<file path="src/rtl/system_pkg.sv">
// Shared types and helpers for the system_timesync command unit and its
// latch capture channels.
package system_pkg;

    typedef enum logic [2:0] {
        IDLE,
        SYNC_ARGS,
        SYNC_APPLY,
        EMIT,
        END
    } state_t;

    // Bit positions inside the GET_LATCH status word.
    localparam int ST_VALID_BIT = 0;
    localparam int ST_OVF_BIT   = 1;

    // Cycles between a pin edge and the time load taking effect:
    // synchroniser stages, edge detect/capture, then the registered load.
    function automatic int sync_ofs(input int stages);
        return stages + 2;
    endfunction

endpackage

</file>
<file path="src/rtl/system_timesync_latch_capture.sv">
// One timesync latch channel: synchroniser, selectable edge detector,
// captured timestamp and sticky valid/overflow flags.
module latch_capture
    import system_pkg::*;
#(
    parameter int TW          = 64,
    parameter int SYNC_STAGES = 2
) (
    input  logic          clk,
    input  logic          rst_n,
    input  logic          latch_in,
    input  logic          rising,
    input  logic          clr,
    input  logic [TW-1:0] time_in,
    output logic [TW-1:0] lat_time,
    output logic          valid,
    output logic          overflow
);

    logic [SYNC_STAGES-1:0] sync_q;
    logic                   prev_q;
    logic                   edge_det;

    assign edge_det = rising ? (sync_q[SYNC_STAGES-1] & ~prev_q)
                             : (~sync_q[SYNC_STAGES-1] & prev_q);

    // Bring the asynchronous pin into the clock domain and keep the last level.
    always_ff @(posedge clk or negedge rst_n) begin
        if (!rst_n) begin
            sync_q <= '0;
            prev_q <= 1'b0;
        end else begin
            sync_q <= {sync_q[SYNC_STAGES-2:0], latch_in};
            prev_q <= sync_q[SYNC_STAGES-1];
        end
    end

    // Capture the time on an edge; a capture beats a simultaneous clear.
    always_ff @(posedge clk or negedge rst_n) begin
        if (!rst_n) begin
            lat_time <= '0;
            valid    <= 1'b0;
            overflow <= 1'b0;
        end else if (edge_det) begin
            lat_time <= time_in;
            valid    <= 1'b1;
            overflow <= clr ? 1'b0 : (overflow | valid);
        end else if (clr) begin
            valid    <= 1'b0;
            overflow <= 1'b0;
        end
    end

endmodule

</file>
<file path="src/rtl/system_timesync.sv">
// System command unit: GET_VERSION, GET_TIME, SYNC_TIME, GET_LATCH and
// CONFIG_LATCH over the dispatcher cmd/arg/param bus, with NUM_LATCH
// timesync latch channels.
// Optional feature macro: SYSTEM_TIMESYNC_AUTOREPORT_EN (adds invol_req /
// invol_grant and unsolicited latch reports).
//
// state      | meaning
// IDLE       | wait for a command (or an auto-report grant)
// SYNC_ARGS  | collect TIME_WORDS reference words, LSW first
// SYNC_APPLY | compute and strobe the new system time
// EMIT       | one response word per cycle
// END        | response code on param_data with cmd_done
module system_timesync
    import system_pkg::*;
#(
    parameter int                  CMD_BITS         = 8,
    parameter logic [CMD_BITS-1:0] CMD_GET_VERSION  = '0,
    parameter logic [CMD_BITS-1:0] RSP_GET_VERSION  = '0,
    parameter logic [CMD_BITS-1:0] CMD_GET_TIME     = '0,
    parameter logic [CMD_BITS-1:0] RSP_GET_TIME     = '0,
    parameter logic [CMD_BITS-1:0] CMD_SYNC_TIME    = '0,
    parameter logic [CMD_BITS-1:0] CMD_GET_LATCH    = '0,
    parameter logic [CMD_BITS-1:0] RSP_GET_LATCH    = '0,
    parameter logic [CMD_BITS-1:0] CMD_CONFIG_LATCH = '0,
    parameter logic [31:0]         VERSION          = 32'd2,
    parameter int                  NUM_LATCH        = 4,
    parameter int                  TIME_WORDS       = 2,
    parameter int                  SYNC_STAGES      = 2
) (
    input  logic                     clk,
    input  logic                     rst_n,
    input  logic [31:0]              arg_data,
    output logic                     arg_advance,
    input  logic [CMD_BITS-1:0]      cmd,
    input  logic                     cmd_ready,
    output logic                     cmd_done,
    output logic [31:0]              param_data,
    output logic                     param_write,
    input  logic [32*TIME_WORDS-1:0] time_in,
    output logic [32*TIME_WORDS-1:0] time_out,
    output logic                     time_out_en,
    input  logic [NUM_LATCH-1:0]     latch_in
`ifdef SYSTEM_TIMESYNC_AUTOREPORT_EN
    ,
    output logic                     invol_req,
    input  logic                     invol_grant
`endif
);

    localparam int          TW  = 32 * TIME_WORDS;
    localparam logic [TW-1:0] OFS = TW'(sync_ofs(SYNC_STAGES));

    state_t                state;
    logic [NUM_LATCH-1:0]  edge_sel;
    logic [NUM_LATCH-1:0]  clr_v;
    logic [31:0]           valid_all;
    logic [31:0]           ovf_all;
    logic [TW-1:0]         lat_all [32];
    logic [TW-1:0]         out_buf;
    logic [TW-1:0]         ref_q;
    logic [7:0]            left_q;
    logic [7:0]            wcnt_q;
    logic [4:0]            ch_q;
    logic                  ch_ok_q;
    logic [CMD_BITS-1:0]   rsp_q;
    logic                  go;
    logic                  arg_ok;
    logic [4:0]            arg_ch;
    logic                  valid_sel;
    logic [31:0]           st_word;
    logic                  auto_take;
    logic [4:0]            pend_ch;

    // A command is accepted only in IDLE once the previous cmd_done is gone;
    // channel numbers wider than the table are simply out of range.
    assign go        = rst_n && (state == IDLE) && cmd_ready && !cmd_done;
    assign arg_ok    = arg_data < 32'(NUM_LATCH);
    assign arg_ch    = arg_data[4:0];
    assign valid_sel = ch_ok_q && valid_all[ch_q];

    // Channels are padded to 32 so any 5-bit index reads zeros when unused.
    for (genvar i = 0; i < 32; i++) begin : g_ch
        if (i < NUM_LATCH) begin : g_on
            latch_capture #(
                .TW          (TW),
                .SYNC_STAGES (SYNC_STAGES)
            ) u_cap (
                .clk      (clk),
                .rst_n    (rst_n),
                .latch_in (latch_in[i]),
                .rising   (edge_sel[i]),
                .clr      (clr_v[i]),
                .time_in  (time_in),
                .lat_time (lat_all[i]),
                .valid    (valid_all[i]),
                .overflow (ovf_all[i])
            );
        end else begin : g_off
            assign lat_all[i]   = '0;
            assign valid_all[i] = 1'b0;
            assign ovf_all[i]   = 1'b0;
        end
    end

    // Arguments are consumed on dispatch of arg-taking commands and while collecting ref.
    always_comb begin
        arg_advance = 1'b0;
        if (rst_n && state == SYNC_ARGS)
            arg_advance = 1'b1;
        else if (go && (cmd == CMD_SYNC_TIME || cmd == CMD_GET_LATCH || cmd == CMD_CONFIG_LATCH))
            arg_advance = 1'b1;
    end

    // Status word for the addressed channel and per-channel clear requests.
    always_comb begin
        st_word = '0;
        if (arg_ok) begin
            st_word[ST_VALID_BIT] = valid_all[arg_ch];
            st_word[ST_OVF_BIT]   = ovf_all[arg_ch];
        end
        for (int i = 0; i < NUM_LATCH; i++) begin
            clr_v[i] = (go && cmd == CMD_GET_LATCH && arg_data == 32'(i)) ||
                       (state == SYNC_APPLY && valid_sel && ch_q == 5'(i));
        end
    end

`ifdef SYSTEM_TIMESYNC_AUTOREPORT_EN
    logic [NUM_LATCH-1:0] reported_q;
    logic [NUM_LATCH-1:0] pend;

    assign pend      = valid_all[NUM_LATCH-1:0] & ~reported_q;
    assign invol_req = (state == IDLE) && !cmd_done && (|pend);
    assign auto_take = invol_req && invol_grant && !go;

    // Lowest pending channel wins the report.
    always_comb begin
        pend_ch = '0;
        for (int i = NUM_LATCH - 1; i >= 0; i--)
            if (pend[i]) pend_ch = 5'(i);
    end

    // A channel is reported once per valid period; a clear re-arms it.
    always_ff @(posedge clk or negedge rst_n) begin
        if (!rst_n) begin
            reported_q <= '0;
        end else begin
            for (int i = 0; i < NUM_LATCH; i++) begin
                if (clr_v[i])
                    reported_q[i] <= 1'b0;
                else if (auto_take && pend_ch == 5'(i))
                    reported_q[i] <= 1'b1;
            end
        end
    end
`else
    assign auto_take = 1'b0;
    assign pend_ch   = '0;
`endif

    // Command FSM with registered bus outputs.
    always_ff @(posedge clk or negedge rst_n) begin
        if (!rst_n) begin
            state       <= IDLE;
            edge_sel    <= '0;
            out_buf     <= '0;
            ref_q       <= '0;
            left_q      <= '0;
            wcnt_q      <= '0;
            ch_q        <= '0;
            ch_ok_q     <= 1'b0;
            rsp_q       <= '0;
            cmd_done    <= 1'b0;
            param_data  <= '0;
            param_write <= 1'b0;
            time_out    <= '0;
            time_out_en <= 1'b0;
        end else begin
            cmd_done    <= 1'b0;
            param_data  <= '0;
            param_write <= 1'b0;
            time_out_en <= 1'b0;
            case (state)
                IDLE: begin
                    if (go) begin
                        if (cmd == CMD_GET_VERSION) begin
                            param_data  <= VERSION;
                            param_write <= 1'b1;
                            left_q      <= '0;
                            rsp_q       <= RSP_GET_VERSION;
                            state       <= EMIT;
                        end else if (cmd == CMD_GET_TIME) begin
                            param_data  <= time_in[31:0];
                            param_write <= 1'b1;
                            out_buf     <= time_in >> 32;
                            left_q      <= 8'(TIME_WORDS - 1);
                            rsp_q       <= RSP_GET_TIME;
                            state       <= EMIT;
                        end else if (cmd == CMD_SYNC_TIME) begin
                            ch_q    <= arg_ch;
                            ch_ok_q <= arg_ok;
                            wcnt_q  <= '0;
                            state   <= SYNC_ARGS;
                        end else if (cmd == CMD_GET_LATCH) begin
                            param_data  <= st_word;
                            param_write <= 1'b1;
                            out_buf     <= arg_ok ? lat_all[arg_ch] : '0;
                            left_q      <= 8'(TIME_WORDS);
                            rsp_q       <= RSP_GET_LATCH;
                            state       <= EMIT;
                        end else if (cmd == CMD_CONFIG_LATCH) begin
                            edge_sel <= arg_data[NUM_LATCH-1:0];
                            cmd_done <= 1'b1;
                        end
                    end else if (auto_take) begin
                        param_data  <= 32'(pend_ch);
                        param_write <= 1'b1;
                        out_buf     <= lat_all[pend_ch];
                        left_q      <= 8'(TIME_WORDS);
                        rsp_q       <= RSP_GET_LATCH;
                        state       <= EMIT;
                    end
                end
                SYNC_ARGS: begin
                    ref_q  <= TW'({arg_data, ref_q} >> 32);
                    wcnt_q <= wcnt_q + 8'd1;
                    if (wcnt_q == 8'(TIME_WORDS - 1))
                        state <= SYNC_APPLY;
                end
                SYNC_APPLY: begin
                    if (valid_sel) begin
                        time_out    <= time_in - lat_all[ch_q] + ref_q + OFS;
                        time_out_en <= 1'b1;
                    end
                    cmd_done <= 1'b1;
                    state    <= IDLE;
                end
                EMIT: begin
                    if (left_q != 8'd0) begin
                        param_data  <= out_buf[31:0];
                        param_write <= 1'b1;
                        out_buf     <= out_buf >> 32;
                        left_q      <= left_q - 8'd1;
                    end else begin
                        param_data <= 32'(rsp_q);
                        cmd_done   <= 1'b1;
                        state      <= END;
                    end
                end
                END:     state <= IDLE;
                default: state <= IDLE;
            endcase
        end
    end

endmodule

</file>
<file path="config.mk">
export PLATFORM = sky130hd
export DESIGN_NAME = system_timesync
export DESIGN_NICKNAME = d
export VERILOG_FILES = /design/src/rtl/system_pkg.sv /design/src/rtl/system_timesync_latch_capture.sv /design/src/rtl/system_timesync.sv
export SDC_FILE = /design/constraint.sdc
export NUM_CORES = 1
export LEC_CHECK = 0
export ABC_AREA = 1
export CAP_MARGIN = 30
export CELL_PAD_IN_SITES_DETAIL_PLACEMENT = 1
export CELL_PAD_IN_SITES_GLOBAL_PLACEMENT = 1
export CORE_ASPECT_RATIO = 1.1
export CORE_MARGIN = 2
export CORE_UTILIZATION = 19
export CTS_CLUSTER_DIAMETER = 100
export DETAILED_ROUTE_END_ITERATION = 8
export GPL_ROUTABILITY_DRIVEN = 0
export GPL_TIMING_DRIVEN = 1
export PLACE_DENSITY_LB_ADDON = 0.1
export REMOVE_ABC_BUFFERS = 1
export SYNTH_ARGS = -nofsm -noshare
export SYNTH_HDL_FRONTEND = slang
export SYNTH_SLANG_ARGS = --single-unit
export TNS_END_PERCENT = 10
</file>
<file path="constraint.sdc">
create_clock -name clk -period 3.3 [get_ports clk]
set_input_delay 0.33 -clock clk [delete_from_list [all_inputs] [get_ports clk]]
set_output_delay 0.33 -clock clk [all_outputs]
set_load 0.01 [all_outputs]
</file>
==> flow_metrics.tcl <==
set metrics [dict create \
    final_common_cell "conb_1" \
    tns_ps 0 \
    yosysWarnings 0 \
    diodes 0 \
    worstPathRequired_ps 2970 \
    clk_pin_slew_ps 90 \
    slew_violations 0 \
    cts_buffers 3 \
    synth_seq_area_share_pct 29.18 \
    clkPwrFrac_pct 15.2 \
    synth_top_area_share_pct 38.20 \
    gr-total-overflow 0 \
    comb_power_share_pct 45.4 \
    antenna_found_initial 0 \
    stdcell_area_um2 1851 \
    ff2ff_setup_slack_ps 1740 \
    grt_first_pass_wirelength_um 5354 \
    drc 0 \
    setup_viol 0 \
    globalRouteTotalUtil_pct 6.393 \
    post-place-ws_ps 1044 \
    cts_tree "yes" \
    peakVddDrop_uv 122.7 \
    postRouteWirelength_um 3275 \
    final_cell_mix "conb_1 (96), nand2_1 (29), dfrtp_1 (22), nor2_1 (19), inv_1 (18)" \
    cap_violations 0 \
    timing.rr.start "left_q[0]" \
    synth_cell_types 20 \
    cts-root-buf "clkbuf_8" \
    synthesis.area_um2 1887 \
    synth_area_leader_cell "buf_4" \
    powerDensity_nw_per_um2 643.5 \
    cts_setup_buffers 0 \
    reg2reg_depth 8 \
    clkSinkCount 22 \
    grt_setup_unrepaired "false" \
    critPathMaxFanout 9 \
    r2r_end "left_q[5]" \
    power_switching_uw 535.2 \
    wl_per_cell_um 8.780 \
    hold_buffers 0 \
    die_w_um 99.02 \
    syn_avg_cell_area_um2 7.961 \
    grt_pass1_vias 1077 \
    dpl_cell_area_um2 1809 \
    hold_viol_final 0 \
    firstDrtPassIters 4 \
    die-area_um2 10740 \
    rows 38 \
    nNetsFinal 370 \
    final_layout_size_suffix_gt1_share_pct 5.929 \
    vias_per_cell 3.158 \
    grt_max_degree 24 \
    fmax_ghz 0.4471 \
    layout_setup_ws_ps 1063 \
    ys_ff_latch 22 \
    power_uw 1191 \
    fin_crit_ps 2237 \
    num_vias 1178 \
    skew_ps 2.684 \
    cts_max_path_buffers 2 \
    pwr-share-seq_pct 39.4 \
    core_um2 9747 \
    start_kind "register" \
    clk_latency_ps 270 \
    worst_hold_path_type "in -> async" \
    dp_cells 370 \
    swShare_pct 44.94 \
    syn2layout_area_growth_pct -1.923 \
    arrival_ps 1910 \
    synth_area_leaders "buf_4 (38%), dfrtp_1 (29%), nand2_1 (5.8%), nor2_1 (3.8%), nand3_1 (3.7%)" \
    leakage_uw 0.001016 \
    critical_path_class "reg -> out" \
    finalNonFillerCells 373 \
    synthCells 237 \
    cts.repair.resized 0 \
    p_int_uw 655.6 \
    drt_first_iter_violations 20 \
    ios 211 \
    dieHeight_um 108.5 \
    dp_hpwl_um 2523 \
    numPortBuffers 14 \
    ant_nets 0 \
    cp-end-kind "primary output" \
    htree_levels 1 \
    status "completed" \
    fin_crit_sh_pct 67.78 \
    start_util_pct 19.36 \
]
==> sequential cells by signal (all words and copies together), names as in the netlist <==
signal	cells
state	3
cmd_done	1
param_write	1
wcnt_q	8
left_q	8
param_data	1
==> cells in the mapped netlist (all sizes together) <==
library cell / instances
dfrtp: 22
nand3: 14
xor2: 7
buf: 97
and3: 1
ha: 4
nand2: 33
xnor2: 4
o21ai: 8
nor2: 25
inv: 19
conb: 1
o21a: 1
nand4: 1
==> power groups by stage <==
stage	Combinational [uW]	Sequential, uW	Clock [uW]
final	540	470	181
after detailed placement	554	478	0
after CTS	557	473	194
after floorplan	419	455	0
after global placement	548	478	0
after global routing	648	491	203
==> routing by layer <==
metal / global-route usage (%) / up-vias / wire [um]
met3: 1.422 / 4 / 279
li1: - / 565 / -
met2: 10.76 / 73 / 1500
met1: 7.893 / 536 / 1441
met5: 0 / - / 0
met4: 2.642 / 0 / 54
==> stage by stage <==
step | hold WS (ps) | utilization, %
global route | 500.1 | 18.99
finish | 461.5 | 18.99
CTS | 480.4 | 18.99
global placement | 463.0 | 18.56
detailed placement | 470.9 | 18.56
floorplan | 34.41 | -
==> cell families (layout without fill, tap and decap cells) <==
family / Yosys count / after routing / synth area share (%)
compound gates: 9 / 9 / 2.520
flops: 22 / 22 / 29.18
simple gates: 74 / 74 / 17.77
xor+xnor: 11 / 11 / 5.106
buf+inv: 116 / 37 / 42.57
other cells: 1 / 96 / 0.1987
fa+ha+maj: 4 / 4 / 2.653
==> how the worst max path moves through the flow <==
stage               slack [ps]  startpoint  cells past startpoint     endpoint
floorplan                 2020   left_q[0]                      8    left_q[0]
global placement          1050       rst_n                      8  arg_advance
detailed placement        1040       rst_n                      8  arg_advance
CTS                        990    state[2]                      6  arg_advance
global route               900    state[2]                      6  arg_advance
finish                    1060    state[2]                      6  arg_advance
==> area by class of cell <==
class                      instances  area, um^2
sequential                        22       550.5
fill                            1190        7896
multi-input combinational        194       889.6
inverter                          19       71.32
timing repair buffer              15       147.6
clock buffer                       3       41.29
tap                              120       150.1
==> worst max-delay path, stage by stage, from the launching register on <==
cell and delay, ps:
dfrtp_1 410, nor2_2 180, nand2_1 100, nor2_1 140
nand2_2 180, nand2_1 110, clkdlybuf4s50_1 530
Power figures use the tool's default switching activity.
